[config.mk]
export PLATFORM = sky130hd
export DESIGN_NAME = mem_port_arbiter
export DESIGN_NICKNAME = d
export VERILOG_FILES = /design/src/rtl/mem_port_arbiter_pkg.sv /design/src/rtl/mem_port_arbiter_register.sv /design/src/rtl/mem_port_arbiter.sv
export SDC_FILE = /design/constraint.sdc
export NUM_CORES = 1
export LEC_CHECK = 0
export CAP_MARGIN = 20
export CORE_MARGIN = 10
export CORE_UTILIZATION = 55
export DETAILED_ROUTE_END_ITERATION = 10
export DONT_BUFFER_PORTS = 1
export PLACE_DENSITY = 0.67
export SETUP_SLACK_MARGIN = 0.3
export SKIP_LAST_GASP = 1
export SLEW_MARGIN = 30
export SYNTH_ARGS = -nofsm -noshare
export SYNTH_HDL_FRONTEND = slang
export SYNTH_SLANG_ARGS = --single-unit
[constraint.sdc]
create_clock -name clk -period 11.5 [get_ports clk]
set_input_delay 2.3 -clock clk [delete_from_list [all_inputs] [get_ports clk]]
set_output_delay 2.3 -clock clk [all_outputs]
set_load 0.01 [all_outputs]
[src/rtl/mem_port_arbiter_pkg.sv]
// ---------------------------------------------------------------------------
// mem_port_arbiter_pkg
// Shared definitions for the instruction/data memory port arbiter.
// Holds the grant FSM state encodings and the owner codes so that the
// hazard unit and the testbench decode the arbiter the same way.
//   arb_state_t : IDLE=0, FETCH=1, DATA=2
//   arb_owner_t : which requester currently owns the memory port
//   owner_of()  : maps a grant state onto its owner
// ---------------------------------------------------------------------------
package mem_port_arbiter_pkg;

  typedef enum logic [1:0] {
    IDLE  = 2'd0,
    FETCH = 2'd1,
    DATA  = 2'd2
  } arb_state_t;

  typedef enum logic [1:0] {
    OWNER_NONE = 2'd0,
    OWNER_IF   = 2'd1,
    OWNER_D    = 2'd2
  } arb_owner_t;

  // The owner of the port follows directly from the grant state; IDLE owns
  // nothing, so memory responses seen in IDLE never reach a requester.
  function automatic arb_owner_t owner_of(input arb_state_t s);
    arb_owner_t o;
    o = OWNER_NONE;
    case (s)
      FETCH:   o = OWNER_IF;
      DATA:    o = OWNER_D;
      default: o = OWNER_NONE;
    endcase
    return o;
  endfunction

endpackage

[src/rtl/mem_port_arbiter_register.sv]
// ---------------------------------------------------------------------------
// register_32_variable
// Loadable holding register of width N+1 with asynchronous active-high reset.
// Used for the fetch and load read-data holding registers of the arbiter.
//   clk  : rising-edge clock
//   rst  : asynchronous, active-high reset (clears q)
//   load : capture d on the next rising edge
//   d    : data in
//   q    : held data out
// ---------------------------------------------------------------------------
module register_32_variable #(
  parameter int N = 31
) (
  input  logic         clk,
  input  logic         rst,
  input  logic         load,
  input  logic [N:0]   d,
  output logic [N:0]   q
);

  // Keep the last captured word until the next load so the consumer can
  // read it at any time after the ack.
  always_ff @(posedge clk or posedge rst) begin
    if (rst) begin
      q <= '0;
    end else if (load) begin
      q <= d;
    end
  end

endmodule

[src/rtl/mem_port_arbiter.sv]
// ---------------------------------------------------------------------------
// mem_port_arbiter
// Shares one single-ported memory between instruction fetch (IF) and
// load/store (MEM). A three-state grant FSM picks an owner, registers the
// owner's request onto the mem_* bus, waits for mem_ready, captures read
// data into a holding register and pulses the owner's ack for one cycle.
// Data accesses win ties, but after STARVE_MAX consecutive data grants with
// a fetch waiting, the next grant is forced to the fetch side.
// Ports:
//   clk, rst                     clock, async active-high reset
//   if_req/if_addr               fetch request and address
//   if_ack/if_rdata              fetch done pulse, held fetched word
//   d_req/d_we/d_addr/d_wdata/d_be  data request (store when d_we=1)
//   d_ack/d_rdata                data done pulse, held load data
//   mem_req/mem_we/mem_addr/mem_wdata/mem_be  registered memory request
//   mem_ready/mem_rdata          memory completion and read data
//   stall                        pipeline stall while a request is pending
// ---------------------------------------------------------------------------
module mem_port_arbiter
  import mem_port_arbiter_pkg::*;
#(
  parameter int AW         = 32,
  parameter int DW         = 32,
  parameter int STARVE_MAX = 4
) (
  input  logic              clk,
  input  logic              rst,
  input  logic              if_req,
  input  logic [AW-1:0]     if_addr,
  output logic              if_ack,
  output logic [DW-1:0]     if_rdata,
  input  logic              d_req,
  input  logic              d_we,
  input  logic [AW-1:0]     d_addr,
  input  logic [DW-1:0]     d_wdata,
  input  logic [DW/8-1:0]   d_be,
  output logic              d_ack,
  output logic [DW-1:0]     d_rdata,
  output logic              mem_req,
  output logic              mem_we,
  output logic [AW-1:0]     mem_addr,
  output logic [DW-1:0]     mem_wdata,
  output logic [DW/8-1:0]   mem_be,
  input  logic              mem_ready,
  input  logic [DW-1:0]     mem_rdata,
  output logic              stall
);

  localparam int CW = (STARVE_MAX < 1) ? 1 : $clog2(STARVE_MAX + 1);
  localparam logic [CW-1:0] STARVE_LIM = CW'(STARVE_MAX);

  arb_state_t    state;
  arb_state_t    state_next;
  logic [CW-1:0] starve_cnt;
  logic          grant_if;
  logic          grant_d;
  logic          done;
  logic          if_load;
  logic          d_load;

  // Next-state and grant decisions. Arbitration only happens in an IDLE
  // cycle that is not also an ack cycle, so a requester still holding its
  // request during its own ack is not granted a second time; the request is
  // looked at again in the following IDLE cycle. In FETCH/DATA the FSM just
  // waits for the memory to complete.
  always_comb begin
    state_next = state;
    grant_if   = 1'b0;
    grant_d    = 1'b0;
    done       = 1'b0;
    case (state)
      IDLE: begin
        if (!if_ack && !d_ack) begin
          if (if_req && d_req) begin
            if (starve_cnt == STARVE_LIM) begin
              grant_if = 1'b1;
            end else begin
              grant_d = 1'b1;
            end
          end else if (if_req) begin
            grant_if = 1'b1;
          end else if (d_req) begin
            grant_d = 1'b1;
          end
        end
        if (grant_if) begin
          state_next = FETCH;
        end else if (grant_d) begin
          state_next = DATA;
        end
      end
      FETCH, DATA: begin
        if (mem_ready) begin
          done       = 1'b1;
          state_next = IDLE;
        end
      end
      default: begin
        state_next = IDLE;
      end
    endcase
  end

  // Grant FSM state register; an async reset abandons any in-flight access.
  always_ff @(posedge clk or posedge rst) begin
    if (rst) begin
      state <= IDLE;
    end else begin
      state <= state_next;
    end
  end

  // Memory request registers, acks and the starvation counter. On a grant
  // the owner's request is latched and mem_req raised; the bus then stays
  // frozen until the completing edge, which drops mem_req and fires the
  // owner's one-cycle ack. The counter only grows while a fetch is actually
  // waiting behind data grants, and saturates at the limit.
  always_ff @(posedge clk or posedge rst) begin
    if (rst) begin
      mem_req    <= 1'b0;
      mem_we     <= 1'b0;
      mem_addr   <= '0;
      mem_wdata  <= '0;
      mem_be     <= '0;
      if_ack     <= 1'b0;
      d_ack      <= 1'b0;
      starve_cnt <= '0;
    end else begin
      if_ack <= 1'b0;
      d_ack  <= 1'b0;
      if (grant_if) begin
        mem_req    <= 1'b1;
        mem_we     <= 1'b0;
        mem_addr   <= if_addr;
        mem_wdata  <= '0;
        mem_be     <= '1;
        starve_cnt <= '0;
      end else if (grant_d) begin
        mem_req   <= 1'b1;
        mem_we    <= d_we;
        mem_addr  <= d_addr;
        mem_wdata <= d_wdata;
        mem_be    <= d_be;
        if (!if_req) begin
          starve_cnt <= '0;
        end else if (starve_cnt != STARVE_LIM) begin
          starve_cnt <= starve_cnt + CW'(1);
        end
      end
      if (done) begin
        mem_req <= 1'b0;
        if_ack  <= (owner_of(state) == OWNER_IF);
        d_ack   <= (owner_of(state) == OWNER_D);
      end
    end
  end

  // Read data is captured on the completing edge of a read owned by the
  // matching requester; stores leave the load data register untouched.
  assign if_load = mem_ready && (owner_of(state) == OWNER_IF) && !mem_we;
  assign d_load  = mem_ready && (owner_of(state) == OWNER_D)  && !mem_we;

  register_32_variable #(.N(DW-1)) u_if_rdata (
    .clk  (clk),
    .rst  (rst),
    .load (if_load),
    .d    (mem_rdata),
    .q    (if_rdata)
  );

  register_32_variable #(.N(DW-1)) u_d_rdata (
    .clk  (clk),
    .rst  (rst),
    .load (d_load),
    .d    (mem_rdata),
    .q    (d_rdata)
  );

  // Stall drops in the ack cycle itself so the pipeline advances on the
  // edge that ends the access.
  assign stall = (if_req && !if_ack) || (d_req && !d_ack);

endmodule
---- Word level (Yosys, flattened, before mapping) ----
Cells that the tools add are included.
word-level totals
  bits of input ports ..................... 138
  word-level logic and storage cells ...... 79
  bits in registers ....................... 141
  output and inout bits ................... 137
cells by class
  reductions and logical operators ........ 18
  add/subtract/negate cells ............... 1
  multiplexer cells ....................... 38
  eq/ne operators ......................... 11
operators with widths
  kind                                                  count
  2-to-1 mux 32 bit                                     4
  2-to-1 mux 1 bit                                      22
  2-to-1 mux 3 bit                                      4
  logical AND 1 bit                                     8
  2-to-1 mux 2 bit                                      4
  2-to-1 mux 4 bit                                      2
  case mux 2 bit (2 select lines)                       2
  equality test 2 x 1 -> 1 bit (second input constant)  3
  equality test 2 bit (second input constant)           3
  != test 3 bit (second input constant)                 2
  AND reduction 2 bit                                   2
  adder 3 x 1 -> 3 bit (second input constant)          1
  equality test 3 bit (second input constant)           1
  logical NOT 1 bit                                     3
  != test 3 x 1 -> 1 bit (second input constant)        1
  nonzero test 3 bit                                    1
  logical NOT 2 bit                                     1
  != test 2 bit (second input constant)                 1
  nonzero test 2 bit                                    1
  OR reduction 2 bit                                    1
  logical OR 1 bit                                      1

---- Depth between registers and ports, before layout ----
Gate-level depths: netlist of run 1.
  depth in word-level cells ............... 9
  depth in mapped cells ................... 8
  gate-level depth less buffers ........... 5

---- Cells and area by module ----
A second synthesis of run 1 with hierarchy kept.
second synthesis, totals
  cell total of the unflattened synthesis .. 461
  area total of the unflattened synthesis .. 6188.4 um^2
by module, submodules not included
  module                seq. area each (um^2)  area each (um^2)  times used  cells an instance
  mem_port_arbiter      1926.8                 3490.8            1           323
  register_32_variable  800.8                  1348.8            2           69

---- Least setup slack after synthesis of run 1 ----
No wires, ideal clock.
  path type ............................... input to output
  from .................................... input if_req
  to ...................................... output stall
  path buffers ............................ 1
  required time ........................... 9.200 ns
  data arrival time ....................... 2.895 ns
  stages on the path ...................... 3
  path slack .............................. 6.305 ns
  cell sequence ........................... clkinv_1 -> clkbuf_1 -> o22ai_1
between the ends
  cells in the longest elaborated chain, start to end .. 2
ends and longest elaborated chain
  what               line                     RTL
  start, declared    mem_port_arbiter.sv:28   input logic if_req,
  logical AND 1 bit  mem_port_arbiter.sv:181  assign stall = (if_req && !if_ack) || (d_req && !d_ack);
  logical OR 1 bit   mem_port_arbiter.sv:181
  end, declared      mem_port_arbiter.sv:46   output logic stall
Every way passes these cells.

---- Final worst setup path of run 1 ----
Same ends and word-level chain as after synthesis.

==> results_dict.tcl, run 1 <==
set metrics [dict create \
    slowest_stage "sky130_fd_sc_hd__inv_2" \
    synthesis.nets 604 \
    worst_hold_path_type "flip-flop to flip-flop" \
    p_int_mw 1.34 \
    worst-slew-pin-transition_ns 0.792 \
    layout.cells.non_filler 596 \
    clock_sink_count 141 \
    cp_slowest_stage_delay_ns 0.41 \
    synth_top_cells_by_area "sky130_fd_sc_hd__dfrtp_1 60%, sky130_fd_sc_hd__mux2_2 12%, sky130_fd_sc_hd__a22o_1 4.9%, sky130_fd_sc_hd__o31ai_1 4.1%, sky130_fd_sc_hd__nor4_1 3.4%" \
    number_of_enable_type_register_cells_in_the_synthesized_netlist 0 \
    worstSetupEndpointType "primary output" \
    drt_via_density 6.60 \
    crit_path_max_fanout 34 \
    die_h_um 123 \
    cts_tree "done" \
    min_period_over_period 0.460 \
    final_layout_size_suffix_gt1_frac 0.246 \
    route.vias.total 3934 \
    cts_made_buffers 17 \
    ctsHtreeMaxLevel 4 \
    critical_path.startpoint_type "primary input" \
    worst-setup-path-type "primary input to primary output" \
    nets 590 \
    yosys.cell_types.count 36 \
    crit_path_cell_trace "inv_2 -> o22ai_1" \
    hold_buffers 0 \
    place.gp.congestion 0.774 \
    ys_seq_elements 141 \
    finalHoldViolations 0 \
    start_util 0.565 \
    cellPowerDensity_nw_per_um2 326 \
    power.clock.fraction 0.263 \
    cts_clock_pin_slew_for_the_worst_setup_and_hold_paths_ns 0.06 \
    synth.yosys.seq_area_share 0.603 \
    clock_insertion_delay_worst_skew_ns 0.51 \
    synth_area_per_cell_sq_um 12.7 \
    maxClockFrequency_mhz 189 \
    slew_headroom 0.472 \
    worst_ep_arrival_time_ns 2.99 \
    number_of_antenna_violations_at_the_first_check_in_global_routing 0 \
    grt_first_pass_wirelength_mm 24.4 \
    setup_viol 0 \
    route.detailed.wl_per_inst_um 27.8 \
    synth-main-ff-cell "sky130_fd_sc_hd__dfrtp_1" \
    post-route-drc-count 0 \
    clk_root_buffer_cell "sky130_fd_sc_hd__clkbuf_8" \
    place_inst 564 \
    post-route-min-period_ns 5.29 \
    synth_cells 461 \
    power.net_switching_uw 793 \
    cell_accounting_for_the_most_synthesized_area "sky130_fd_sc_hd__dfrtp_1" \
    sequentialPowerShare 0.486 \
    timing.critical_path.required_ns 9.20 \
    cap_viol_max_count 0 \
    dr.pass1.iters 5 \
    run_status "finished clean" \
    ioPinCount 275 \
    setup_total_negative_slack_ns 0 \
    synthesis.yosys.warnings 0 \
    netSwitchingFraction 0.371 \
    fp.coreArea_sq_um 10400 \
    num_rows 37 \
    first_global_vias 4038 \
    cell_area_after_synthesis_sq_um 5860 \
    grt_max_degree 87 \
    portBuffers 0 \
    clockBufferDepth 2 \
    areaGrowthSynthToFinish_pct 11.8 \
    report.final.slew_viol_count 0 \
    die_width_um 123 \
    antenna_violating_nets_post_route 0 \
    grt_overflow 0 \
    share_comb_of_total_power 0.251 \
    buffers_and_inverters_on_the_worst_path 1 \
    antenna_cells_inserted 0 \
    design.die.area_sq_um 15200 \
    yosys.area.top_type_share 0.603 \
    asyncSetResetFlopFracSynth 1.00 \
    drtIter0Drc 433 \
    p_leak_nw 2.80 \
    post-cts-setup-buffer-count 0 \
    gr-usage-all-layers 0.209 \
    critical-path-top-delay-family "buffers and inverters" \
    rsz0062_at_grt "no" \
    cts_resized 0 \
    clock-skew-final_ns 0.00535 \
    finalWirelength_mm 16.6 \
    peakVddDrop_v 0.000151 \
    detailedPlacementHpwl_mm 11.9 \
]
==> placed cells by master (no fill, tap or decap), types with 2 or more instances in the layout <==
cell type,instances
sky130_fd_sc_hd__dfrtp_1,141
sky130_fd_sc_hd__clkinvlp_4,3
sky130_fd_sc_hd__o31ai_1,32
sky130_fd_sc_hd__nor2_1,2
sky130_fd_sc_hd__a22o_1,33
sky130_fd_sc_hd__o21ai_0,35
sky130_fd_sc_hd__clkbuf_16,16
sky130_fd_sc_hd__nand2b_1,2
sky130_fd_sc_hd__clkbuf_1,2
sky130_fd_sc_hd__a32o_1,2
sky130_fd_sc_hd__ha_1,5
sky130_fd_sc_hd__bufinv_16,4
sky130_fd_sc_hd__nand4_1,2
sky130_fd_sc_hd__nor4_1,32
sky130_fd_sc_hd__o211ai_1,2
sky130_fd_sc_hd__o22a_1,4
sky130_fd_sc_hd__or2_2,2
sky130_fd_sc_hd__a21oi_1,32
sky130_fd_sc_hd__nand2_1,6
sky130_fd_sc_hd__nor2b_1,2
sky130_fd_sc_hd__buf_4,8
sky130_fd_sc_hd__and3_1,2
sky130_fd_sc_hd__clkinv_2,2
sky130_fd_sc_hd__mux2_2,64
sky130_fd_sc_hd__inv_1,5
sky130_fd_sc_hd__inv_6,4
==> power groups by stage <==
stage / Sequential (mW) / Clock, mW / Combinational (mW)
after floorplan: 0.959 / 0 / 0.459
after global placement: 1.05 / 0 / 0.514
after detailed placement: 1.05 / 0 / 0.540
after CTS: 1.05 / 0.569 / 0.539
after global routing: 1.07 / 0.595 / 0.597
final: 1.04 / 0.562 / 0.535
==> Yosys cell counts, drive strengths merged, types with 2 or more instances <==
library cell	number
buf	14
o21ai	35
nand4	2
nor4	32
a32o	2
mux2	64
nor3b	2
inv	6
a21oi	32
ha	5
or2	2
nor2	3
o22a	4
nand2	6
o31ai	32
dfrtp	141
nor2b	2
clkbuf	28
and3	2
a22o	33
o211ai	2
nand2b	2
==> path summary, 6_finish.rpt <==
check | endpoint | start | cells after the start | slack [ns]
min in group asynchronous | u_d_rdata.q[25] | rst | 1 | 1.68
max in group asynchronous | d_ack | rst | 2 | 8.65
worst max-delay path | stall | if_req | 2 | 6.21
worst max register to register | mem_addr[22] | state[0] | 7 | 8.83
worst min-delay path | starve_cnt[0] | starve_cnt[0] | 1 | 0.52
worst min register to register | starve_cnt[0] | starve_cnt[0] | 1 | 0.52
==> registers in the layout (all words and copies together) (netlist names) <==
register,flops
d_ack,1
if_ack,1
mem_addr,32
mem_be,4
mem_req,1
mem_wdata,32
mem_we,1
starve_cnt,3
state,2
u_d_rdata.q,32
u_if_rdata.q,32
==> area by class of cell <==
class	count	area, sq um
multi-input combinational	271	2140
timing repair buffer	9	71.3
sequential	141	3530
inverter	7	31.3
clock inverter	13	188
clock buffer	19	422
tap	136	170
fill	821	3820
==> per-layer routing <==
metal / part of all wire / track usage
met1: 0.35 / 0.234
met2: 0.50 / 0.332
met3: 0.13 / 0.113
met4: 0.020 / 0.0764
met5: 0 / 0
==> per-stage QoR <==
step / hold WS (ns) / total power [mW] / setup slack (ns) / utilization / area, sq um
CTS: 0.519 / 2.16 / 5.56 / 0.631 / 6550
detailed placement: 0.508 / 1.59 / 5.57 / 0.573 / 5940
global route: 0.563 / 2.26 / 6.14 / 0.631 / 6550
global placement: 0.508 / 1.56 / 5.58 / 0.572 / 5930
finish: 0.519 / 2.14 / 6.21 / 0.631 / 6550
floorplan: 0.479 / 1.42 / 5.42 / - / 5860
==> logic make-up (layout without fill, tap and decap cells) <==
group,Yosys count,count (layout),share of synthesized area
AO/OA/AOI/OAI,146,146,0.168
adder cells (fa/ha/maj),5,5,0.0107
buffers and inverters,49,48,0.0374
flip-flops,141,141,0.603
multiplexers,64,64,0.123
AND/OR/NAND/NOR,56,56,0.0581
Note: power is estimated with default switching activity, not from simulation.
==> run 2, diff against run 1 <==
- clock period: 11.5 -> 5.1 ns (I/O delays scaled with it)
==> results_dict.tcl, run 2 (same netlist as run 1, synthesis figures left out) <==
set metrics [dict create \
    run_status "finished clean" \
    place.gp.congestion 0.794 \
    layout.area.seq_sq_um 3530 \
    hold_buffers 0 \
    peakVddDrop_v 0.000346 \
    critical_path.startpoint_type "flip-flop" \
    cts_clock_pin_slew_for_the_worst_setup_and_hold_paths_ns 0.06 \
    cts_tree "done" \
    drtIter0Drc 415 \
    finalPower_mw 4.76 \
    clock_insertion_delay_worst_skew_ns 0.51 \
    route.detailed.wl_per_inst_um 27.3 \
    rsz0062_at_grt "no" \
    maxClockFrequency_mhz 347 \
    grt_first_pass_wirelength_mm 23.6 \
    portBuffers 0 \
    detailedPlacementHpwl_mm 11.7 \
    antenna_cells_inserted 0 \
    cap_viol_max_count 0 \
    setup_total_negative_slack_ns 0 \
    crit_path_cell_trace "inv_1 -> ha_1 -> or3b_2 -> or2_2 -> buf_4 -> o31ai_1" \
    ioPinCount 275 \
    startpoint "state[0]" \
    design_area_sq_um 6550 \
    worstSetupEndpointType "flip-flop" \
    die_width_um 123 \
    start_util 0.565 \
    design.die.area_sq_um 15200 \
    finalHoldViolations 0 \
    grt_max_degree 142 \
    post-cts-setup-buffer-count 0 \
    clk_root_buffer_cell "sky130_fd_sc_hd__clkbuf_8" \
    worst-setup-path-type "flip-flop to flip-flop" \
    min_period_over_period 0.564 \
    areaGrowthSynthToFinish_pct 11.9 \
    p_leak_nw 2.79 \
    antenna_violating_nets_post_route 0 \
    clock-skew-final_ns 0.0127 \
    finalWirelength_mm 16.3 \
    gr-usage-all-layers 0.202 \
    timing.critical_path.required_ns 5.51 \
    buffers_and_inverters_on_the_worst_path 2 \
    cts_made_buffers 17 \
    critical-path-top-delay-family "simple AND/OR/NAND/NOR gates" \
    route.vias.total 3818 \
    cts_resized 0 \
    dp_worst_setup_slack_ns 2.24 \
    number_of_antenna_violations_at_the_first_check_in_global_routing 0 \
    dr.pass1.iters 6 \
    slowest_stage "sky130_fd_sc_hd__or3b_2" \
    post_dp_cell_area_sq_um 5950 \
    hold_ws_ns 0.523 \
    worst-slew-pin-transition_ns 0.745 \
    final_cell_mix "141 x sky130_fd_sc_hd__dfrtp_1, 64 x sky130_fd_sc_hd__mux2_2, 35 x sky130_fd_sc_hd__o21ai_0, 33 x sky130_fd_sc_hd__a22o_1" \
    post-route-min-period_ns 2.88 \
    die_h_um 123 \
    layout.filler_cells 803 \
    crit_path_max_fanout 54 \
    clock_sink_count 141 \
    grt_overflow 0 \
    setup_viol 0 \
    slew_headroom 0.503 \
    cellPowerDensity_nw_per_um2 727 \
    report.final.slew_viol_count 0 \
    layout.cells.most_common "sky130_fd_sc_hd__dfrtp_1" \
    multi_input_gate_area_in_the_final_layout_sq_um 2140 \
    hold_path_startpoint "starve_cnt[0]" \
    drt_via_density 6.41 \
    crit-reg2reg-launch "state[0]" \
    num_rows 37 \
    fp.coreArea_sq_um 10400 \
    post-route-drc-count 0 \
    nets 590 \
    clockBufferDepth 2 \
    setup_ws_ns 2.22 \
    ctsHtreeMaxLevel 4 \
    worst_hold_path_type "flip-flop to flip-flop" \
    worst_ep_arrival_time_ns 3.28 \
    cp_slowest_stage_delay_ns 0.79 \
    final_layout_size_suffix_gt1_frac 0.243 \
    first_global_vias 3963 \
]
==> run 2: area by class of cell <==
class | count | area share
clock buffer | 23 | 0.0713
clock inverter | 9 | 0.0206
inverter | 7 | 0.00458
multi-input combinational | 271 | 0.326
sequential | 141 | 0.539
tap | 136 | 0.0260
timing repair buffer | 9 | 0.0128
==> run 2: per-stage QoR <==
step	cells	util
global route	596	0.632
detailed placement	564	0.574
global placement	563	0.573
CTS	596	0.632
finish	596	0.632
floorplan	461	-
==> run 2: power by group <==
| part | switching, mW | leakage [nW] | internal [mW] | total [mW] |
|---|---|---|---|---|
| combinational | 0.618 | 0.776 | 0.574 | 1.19 |
| clock | 0.449 | 0.284 | 0.785 | 1.23 |
| sequential | 0.681 | 1.73 | 1.65 | 2.34 |
| total | 1.75 | 2.79 | 3.01 | 4.76 |
==> run 2: path summary, 6_finish.rpt <==
kind,end,slack (ns),depth (start not counted)
max,mem_addr[16],2.22,6
min,starve_cnt[0],0.52,1
max reg2reg,mem_addr[16],2.22,6
min reg2reg,starve_cnt[0],0.52,1
max in group asynchronous,u_d_rdata.q[18],3.95,2
min in group asynchronous,u_if_rdata.q[27],0.60,2
==> run 2: metal layers <==
layer	vias up	global-route usage	routed length, um
li1	1708	-	-
met1	1873	0.224	5710
met2	223	0.327	8220
met3	14	0.110	2190
met4	0	0.0655	169
met5	-	0	0
==> run 2: worst register-to-register path, cell delays in order, from the launching register on <==
cell                      delay (ns)
sky130_fd_sc_hd__dfrtp_1        0.41
sky130_fd_sc_hd__inv_1          0.10
sky130_fd_sc_hd__ha_1           0.25
sky130_fd_sc_hd__or3b_2         0.79
sky130_fd_sc_hd__or2_2          0.55
sky130_fd_sc_hd__buf_4          0.33
sky130_fd_sc_hd__o31ai_1        0.34
==> run 3, diff against run 2 <==
- clock period: 5.1 -> 2.7 ns (I/O delays scaled with it)
==> results_dict.tcl, run 3 (same netlist as run 1, synthesis figures left out) <==
set metrics [dict create \
    number_of_antenna_violations_at_the_first_check_in_global_routing 0 \
    ctsHtreeMaxLevel 4 \
    start_util 0.565 \
    maxClockFrequency_mhz 444 \
    drt_via_density 6.55 \
    post_dp_cell_area_sq_um 5990 \
    detailedPlacementHpwl_mm 12.1 \
    ioPinCount 275 \
    grt_max_degree 68 \
    fp.coreArea_sq_um 10400 \
    worst_ep_arrival_time_ns 2.66 \
    clock-skew-final_ns 0.00684 \
    worst-setup-path-type "flip-flop to flip-flop" \
    run_status "finished clean" \
    final_cell_mix "141 x sky130_fd_sc_hd__dfrtp_1, 64 x sky130_fd_sc_hd__mux2_2, 35 x sky130_fd_sc_hd__o21ai_0, 33 x sky130_fd_sc_hd__a22o_1" \
    route.vias.total 3946 \
    antenna_cells_inserted 0 \
    finalWirelength_mm 16.6 \
    setup_viol 0 \
    cp_slowest_stage_delay_ns 0.41 \
    grt_overflow 0 \
    post-route-min-period_ns 2.25 \
    worst_hold_path_type "primary input to flip-flop" \
    crit_path_cell_trace "inv_1 -> ha_1 -> or3b_1 -> or2_2 -> buf_4 -> a22o_1" \
    finalHoldViolations 0 \
    worstSetupEndpointType "flip-flop" \
    gr-usage-all-layers 0.209 \
    final_layout_size_suffix_gt1_frac 0.255 \
    dr.pass1.iters 5 \
    layout.cells.non_filler 602 \
    p_leak_nw 2.83 \
    power.clock.fraction 0.263 \
    areaGrowthSynthToFinish_pct 13.2 \
    setup_total_negative_slack_ns 0 \
    buffers_and_inverters_on_the_worst_path 2 \
    cts_clock_pin_slew_for_the_worst_setup_and_hold_paths_ns 0.06 \
    cap_viol_max_count 0 \
    share_comb_of_total_power 0.251 \
    layout.cells.most_common "sky130_fd_sc_hd__dfrtp_1" \
    utilization 0.639 \
    clock_insertion_delay_worst_skew_ns 0.52 \
    antenna_violating_nets_post_route 0 \
    netSwitchingFraction 0.370 \
    place.gp.congestion 0.802 \
    design_area_sq_um 6630 \
    slew_headroom 0.540 \
    dp_worst_setup_slack_ns 0.464 \
    finalPower_mw 9.10 \
    peakVddDrop_v 0.000694 \
    portBuffers 0 \
    post-route-drc-count 0 \
    rsz0062_at_grt "no" \
    setup_ws_ns 0.449 \
    first_global_vias 4100 \
    route.detailed.wl_per_inst_um 27.5 \
    drtIter0Drc 392 \
    crit_path_max_fanout 67 \
    p_int_mw 5.74 \
    cellPowerDensity_nw_per_um2 1370 \
    clk_root_buffer_cell "sky130_fd_sc_hd__clkbuf_8" \
    grt_first_pass_wirelength_mm 24.5 \
    place_inst 569 \
    slowest_stage "sky130_fd_sc_hd__dfrtp_1" \
    die_width_um 123 \
    critical-path-top-delay-family "simple AND/OR/NAND/NOR gates" \
    clockBufferDepth 2 \
    hold_ws_ns 0.107 \
    cts_tree "done" \
    design.die.area_sq_um 15200 \
    sequentialPowerShare 0.486 \
    timing.critical_path.required_ns 3.10 \
    power.net_switching_mw 3.36 \
    worst-slew-pin-transition_ns 0.690 \
    critical_path.startpoint_type "flip-flop" \
    clock_sink_count 141 \
    report.final.slew_viol_count 0 \
    num_rows 37 \
    cts_made_buffers 17 \
    min_period_over_period 0.834 \
    nets 596 \
    die_h_um 123 \
]
## run 3: cell types whose count changed in the layout (fill, tap and decap cells not counted), moves of 2 or more
cell                         change
sky130_fd_sc_hd__clkbuf_1        -3
sky130_fd_sc_hd__inv_6           +3
sky130_fd_sc_hd__clkinvlp_4      +2
sky130_fd_sc_hd__clkinv_4        -2
sky130_fd_sc_hd__buf_4           +5
## run 3: power by group through the flow
stage / Sequential, mW / Clock, mW / Combinational, mW
final: 4.42 / 2.40 / 2.29
after global routing: 4.55 / 2.54 / 2.55
after CTS: 4.47 / 2.45 / 2.30
after detailed placement: 4.49 / 0 / 2.31
after global placement: 4.47 / 0 / 2.19
after floorplan: 4.08 / 0 / 1.96
## run 3: final timing paths
path	depth (start not counted)	startpoint	to	slack [ns]
setup / recovery	6	state[0]	mem_wdata[10]	0.45
hold / removal	1	mem_ready	mem_req	0.11
setup reg to reg	6	state[0]	mem_wdata[10]	0.45
hold reg to reg	1	starve_cnt[1]	starve_cnt[1]	0.52
max in group asynchronous	3	rst	u_d_rdata.q[9]	1.47
min in group asynchronous	2	rst	u_if_rdata.q[28]	0.57
## run 3: area by class of cell
type                       instances  area (sq um)
clock buffer                      21           469
clock inverter                    11           154
multi-input combinational        271          2140
sequential                       141          3530
timing repair buffer              15           140
inverter                           7          30.0
fill                             794          3740
tap                              136           170
## run 3: worst register-to-register path: cells and delay by family (launching register included)
family          cells  cell delay (ns)
fa+ha+maj           1             0.27
compound gates      1             0.38
buf+inv             2             0.41
simple gates        2             0.67
flops               1             0.41
## run 3: repair_timing
item,CTS,global route
hold endpoints to repair,19,0
hold buffers,1,0
setup buffers,0,0
resized for setup,0,0
## run 3: per-layer routing
layer,vias to the layer above,track usage,wire [um]
met5,-,0,0
met4,0,0.0582,142
met3,13,0.114,2350
met2,246,0.338,8280
met1,1966,0.237,5790
li1,1721,-,-
